$ cat config.mk
export PLATFORM = sky130hd
export DESIGN_NAME = count_dir_decoder
export DESIGN_NICKNAME = d
export VERILOG_FILES = /design/src/rtl/count_dir_decoder.sv
export SDC_FILE = /design/constraint.sdc
export NUM_CORES = 1
export LEC_CHECK = 0
export CAP_MARGIN = 20
export CORE_UTILIZATION = 59
export CTS_BUF_LIST = sky130_fd_sc_hd__clkbuf_16
export DETAILED_ROUTE_END_ITERATION = 8
export PLACE_DENSITY = 0.85
export SYNTH_ARGS = -nofsm -noshare
export SYNTH_HDL_FRONTEND = slang
export SYNTH_SLANG_ARGS = --single-unit
$ cat constraint.sdc
create_clock -name clk -period 4.8 [get_ports clk]
set_clock_uncertainty 0.05 [all_clocks]
set_input_delay 0.48 -clock clk [delete_from_list [all_inputs] [get_ports clk]]
set_output_delay 0.48 -clock clk [all_outputs]
set_load 0.005 [all_outputs]
$ cat src/rtl/count_dir_decoder.sv
// ---------------------------------------------------------------------------
// count_dir_decoder
//
// Purpose:
//   Receive-side monitor for a binary up/down count stream. It compares each
//   accepted sample with the previous one and classifies the step as UP,
//   DOWN, HOLD or ERR. From the steps it recovers the direction input that
//   drove the counter. The direction is reported as valid only after
//   LOCK_COUNT consecutive steps in the same direction. Illegal steps raise a
//   one-cycle pulse and bump a saturating error counter.
//
// Optional feature:
//   Define COUNT_DIR_DEC_WRAP_EN to add the `wrap` output. It pulses for one
//   cycle on an accepted UP step from all-ones to zero, or on a DOWN step
//   from zero to all-ones.
//
// Ports:
//   clk        in   rising-edge clock
//   reset_n    in   asynchronous active-low reset
//   q_in       in   observed count value (WIDTH bits)
//   q_valid    in   q_in is sampled on this clock edge
//   dir        out  recovered direction (1 = up, 0 = down)
//   dir_valid  out  dir is locked and trustworthy
//   step_err   out  one-cycle pulse: last accepted sample was an illegal step
//   wrap       out  one-cycle pulse on a wrap-around step (optional)
//   err_count  out  saturating count of illegal steps (ERR_W bits)
// ---------------------------------------------------------------------------
module count_dir_decoder #(
    parameter int WIDTH      = 3,
    parameter int LOCK_COUNT = 2,   // legal range 1..15
    parameter int ERR_W      = 8
) (
    input  logic             clk,
    input  logic             reset_n,
    input  logic [WIDTH-1:0] q_in,
    input  logic             q_valid,
    output logic             dir,
    output logic             dir_valid,
    output logic             step_err,
`ifdef COUNT_DIR_DEC_WRAP_EN
    output logic             wrap,
`endif
    output logic [ERR_W-1:0] err_count
);

    localparam logic [1:0] ST_EMPTY = 2'd0;
    localparam logic [1:0] ST_ACQ   = 2'd1;
    localparam logic [1:0] ST_LOCK  = 2'd2;

    localparam logic [1:0] STEP_HOLD = 2'd0;
    localparam logic [1:0] STEP_UP   = 2'd1;
    localparam logic [1:0] STEP_DOWN = 2'd2;
    localparam logic [1:0] STEP_ERR  = 2'd3;

    localparam logic [WIDTH-1:0] ONE    = WIDTH'(1);
    localparam logic [3:0]       LOCK_N = 4'(LOCK_COUNT);

    logic [1:0]       state_q,     state_d;
    logic [WIDTH-1:0] prev_q,      prev_d;
    logic [3:0]       streak_q,    streak_d;
    logic             cand_q,      cand_d;
    logic             dir_q,       dir_d;
    logic             dir_valid_q, dir_valid_d;
    logic             step_err_q,  step_err_d;
    logic [ERR_W-1:0] err_q,       err_d;

    logic [WIDTH-1:0] delta;
    logic [1:0]       step;
    logic             step_up;

    // Modular difference: wrap-around steps (max->0, 0->max) come out as
    // +1 / -1 without any special casing.
    always_comb begin
        delta = q_in - prev_q;
        if (delta == '0) begin
            step = STEP_HOLD;
        end else if (delta == ONE) begin
            step = STEP_UP;
        end else if (delta == '1) begin
            step = STEP_DOWN;
        end else begin
            step = STEP_ERR;
        end
    end

    assign step_up = (step == STEP_UP);

    always_comb begin
        // NOTE: every signal driven here gets a default first, so no path
        // leaves one unassigned and no latch is inferred.
        state_d     = state_q;
        prev_d      = prev_q;
        streak_d    = streak_q;
        cand_d      = cand_q;
        dir_d       = dir_q;
        dir_valid_d = dir_valid_q;
        step_err_d  = 1'b0;
        err_d       = err_q;

        if (q_valid) begin
            prev_d = q_in;
            case (state_q)
                ST_EMPTY: begin
                    // First sample only seeds prev; there is nothing to compare.
                    state_d  = ST_ACQ;
                    streak_d = '0;
                end
                ST_ACQ, ST_LOCK: begin
                    if (step == STEP_ERR) begin
                        step_err_d  = 1'b1;
                        if (err_q != '1) begin
                            err_d = err_q + 1'b1;
                        end
                        dir_valid_d = 1'b0;
                        streak_d    = '0;
                        state_d     = ST_ACQ;
                    end else if (step != STEP_HOLD) begin
                        if (state_q == ST_ACQ) begin
                            // streak==0 means no candidate yet.
                            if (streak_q != '0 && cand_q == step_up) begin
                                streak_d = streak_q + 4'd1;
                            end else begin
                                cand_d   = step_up;
                                streak_d = 4'd1;
                            end
                            if (streak_d == LOCK_N) begin
                                state_d     = ST_LOCK;
                                dir_d       = cand_d;
                                dir_valid_d = 1'b1;
                            end
                        end else if (step_up != dir_q) begin
                            cand_d   = step_up;
                            streak_d = 4'd1;
                            if (LOCK_N == 4'd1) begin
                                // A single step is already a full lock.
                                dir_d = step_up;
                            end else begin
                                dir_valid_d = 1'b0;
                                state_d     = ST_ACQ;
                            end
                        end
                    end
                end
                default: begin
                    state_d = ST_EMPTY;
                end
            endcase
        end
    end

    always_ff @(posedge clk or negedge reset_n) begin
        if (!reset_n) begin
            state_q     <= ST_EMPTY;
            prev_q      <= '0;
            streak_q    <= '0;
            cand_q      <= 1'b0;
            dir_q       <= 1'b0;
            dir_valid_q <= 1'b0;
            step_err_q  <= 1'b0;
            err_q       <= '0;
        end else begin
            // NOTE: non-blocking assignments so every register samples the
            // pre-edge value of every other, independent of statement order.
            state_q     <= state_d;
            prev_q      <= prev_d;
            streak_q    <= streak_d;
            cand_q      <= cand_d;
            dir_q       <= dir_d;
            dir_valid_q <= dir_valid_d;
            step_err_q  <= step_err_d;
            err_q       <= err_d;
        end
    end

    assign dir       = dir_q;
    assign dir_valid = dir_valid_q;
    assign step_err  = step_err_q;
    assign err_count = err_q;

`ifdef COUNT_DIR_DEC_WRAP_EN
    logic wrap_q, wrap_d;

    always_comb begin
        wrap_d = 1'b0;
        if (q_valid && state_q != ST_EMPTY) begin
            wrap_d = (step == STEP_UP   && prev_q == '1) ||
                     (step == STEP_DOWN && prev_q == '0);
        end
    end

    always_ff @(posedge clk or negedge reset_n) begin
        if (!reset_n) begin
            wrap_q <= 1'b0;
        end else begin
            wrap_q <= wrap_d;
        end
    end

    assign wrap = wrap_q;
`endif

endmodule

==> key figures <==
Detailed routing
  – Router iterations before antenna repair: 4
  – DR iter-0 viols: 24
  – Uppermost layer routed: met4
  – Final ANT Viol Nets: 0
  – Length of routed met2 wiring: 1.54 mm
  – Avg WL per Cell: 17.3 um
  – Met1 WL: 1.33 mm
  – Via Count: 1142
  – Met3 WL: 158 um
  – Vias per Instance: 6.31
  – Routed WL: 3.14 mm
  – Residual DRC count: 0

STA
  – Slew @ Worst Pin: just under 600 ps
  – Fin Setup TNS: 0 ps
  – Min setup slack post-route: between 1500 and 2000 ps
  – Tcrit/Tclk final: 0.647
  – RSZ-0062 raised after global routing: no
  – Max-slew headroom: 0.605
  – Final setup vio count: 0
  – Min Tclk post-route: between 3000 and 4000 ps
  – Final hold slack: around 460 ps
  – Peak Freq: between 0.3 and 0.4 GHz
  – Fin. max-slew vios: 0
  – Hold Vio Cnt, Final: 0

Synthesis
  – Post-synth top area cell: dfrtp_1
  – Unique masters post-synth: 49
  – Asr flop ratio synth: 1.00
  – Mapped cell area: 1410 um^2
  – Post-synthesis adder-cell area fraction: 0.0855
  – Post-synthesis mux area share: 0.0561
  – Synth Area in Compound Gates: 0.162
  – Main combinational cell family by area after synthesis: simple AND/OR/NAND/NOR gates
  – Post-synthesis sequential area ratio: 0.374
  – Simple-Gate Fraction of Synth Area: 0.195
  – Post-synth EDFFs: 0
  – Post-Synthesis Cells: 135
  – Synthesis warning total: 0
  – Syn_area_per_cell: 10.4 um^2
  – Top cell type's share of synthesized area: 0.374
  – Synth Flop Type: dfrtp_1
  – Net Count, Synth: 150
  – Xor-xnor portion of the synthesized cell area: 0.0775
  – Post-synthesis register bit count: 21
  – Top post-synthesis cells by area: dfrtp_1 37%, ha_1 7.1%, xnor2_1 3.7%

Power
  – Power density over the cells: 472 nW/um^2
  – Final Total Pwr: around 0.79 mW
  – Maximum vdd drop: just under 0.0004 V
  – Leak: around 0.7 nW

Finish
  – Area growth from synthesis to layout: 19.8%
  – Ratio of cells with drive above 1 in the final layout: 0.105
  – Final #Nets: 169
  – Fin util: 0.754
  – Most frequent cells in the layout: 21 x dfrtp_1, 16 x clkdlybuf4s50_1, 14 x inv_1
  – Fin cells: ~180
  – ANT cells: 0
  – Commonest non-fill, non-tap cell in the layout: dfrtp_1
  – Design area: 1680 um^2

Worst setup path
  – Type of the worst setup path: input pin to flop
  – Critical path origin: q_in[0]
  – Worst r2r src: prev_q[0]
  – CP endpoint kind: flop
  – Setup crit start kind: input pin
  – Worst Path Required: 4890 ps
  – CP Max Fanout: 5
  – CP arrival: 3190 ps

Placed design
  – DP Wirelength: 2.15 mm
  – Placed Instances: around 180
  – Pre-CTS WS: around 1500 ps
  – GP Congestion: 0.807
  – Dpl cell area: 1580 um^2
  – PortBufs: 16

Min path
  – Min-Delay Path Class: flop to flop
  – Worst hold path startpoint: err_count[6]

Die
  – Die width: 50.8 um
  – Core area: between 2000 and 2500 um^2
  – Die area: ~2600 um^2
  – IO Pins: 17
  – Starting Density: 0.629
  – Row Count: 17
  – Die Span Y: about 51 um

GRT
  – Initial antenna violation count: 0
  – First-pass GRT wire length: about 5.2 mm
  – GRT Util Overall: 0.275
  – Vias in the first global route: ~1200
  – Largest net degree at the start of global routing: 22
  – Global route overflow: 0

Clocking
  – Max Buffers Root-to-Sink: 2
  – H-Tree Depth: 1
  – Later-pin clock latency in the skew report: approximately 250 ps
  – CTS tree: done
  – Post-CTS setup buffers: 0
  – Clock-pin slew on the worst setup and hold paths: 50 ps
  – Clk root buf: clkbuf_16
  – Post-CTS resize count: 0
  – CTS Sinks: 21
  – Post-CTS Hold Fix Bufs: 0
  – CTS Buf Count: 3

Flow run
  – Max Cap Viol: 0

Outcome
  – Status: finished clean
==> cells in the mapped netlist (2+ instances only) <==
cell type,count
xnor2_1,6
nand2b_1,2
a31oi_1,3
o21ai_2,2
nand3_1,5
nand4_1,3
and4_1,2
nand2_1,9
inv_1,13
nor2_1,9
dfrtp_1,21
mux2_2,3
a211oi_1,2
mux2_1,2
ha_1,8
a21oi_1,2
and3_1,4
nor3_1,5
buf_2,2
nor2b_1,3
==> path summary, 6_finish.rpt <==
check / end / slack, ps / depth (start not counted)
setup / recovery: state_q[0] / 1690 / 9
hold / removal: err_count[6] / 460 / 1
setup reg to reg: state_q[0] / 2070 / 7
hold reg to reg: err_count[6] / 460 / 1
max in group asynchronous: streak_q[2] / 4030 / 2
min in group asynchronous: streak_q[1] / 530 / 2
==> layer usage <==
| metal | GRT usage | vias up |
|---|---|---|
| li1 | - | 526 |
| met1 | 0.329 | 561 |
| met4 | 0.130 | 0 |
| met5 | 0 | - |
| met3 | 0.0364 | 15 |
| met2 | 0.484 | 40 |
==> area by class of cell <==
cell class,instances,area (um^2)
Multi-Input combinational cell,98,810
Inverter,13,48.8
Clock buffer,3,75.1
Fill cell,148,551
Timing Repair Buffer,17,185
Tap cell,28,35.0
Clock inverter,1,3.75
Sequential cell,21,526
==> sequential cells by signal, indices dropped and copies added, names as in the netlist <==
name	flops
step_err	1
state_q	2
cand_q	1
err_count	8
prev_q	3
streak_q	4
dir	1
dir_valid	1
==> report_power, final <==
group          switching (mW)  internal, mW  total (mW)
combinational           0.205         0.153       0.358
clock                  0.0618         0.111       0.173
sequential             0.0458         0.218       0.264
total                   0.313         0.482       0.795
==> worst max-delay path, cell delays in order <==
cell,delay [ps]
clkdlybuf4s50_1,480
inv_1,50
ha_1,200
fa_1,410
xor3_2,330
a2111oi_4,460
o21ai_2,170
a22oi_1,270
mux2_1,350
==> cells by family after synthesis <==
kind of cell               after synthesis
and+or+nand+nor                         49
AOI/OAI and AO/OA                       25
DFF                                     21
buffers and inverters                   16
xor gates and xnor gates                 9
adders and majority gates                9
muxes                                    6
No activity file was read; power rests on OpenSTA's default activity.
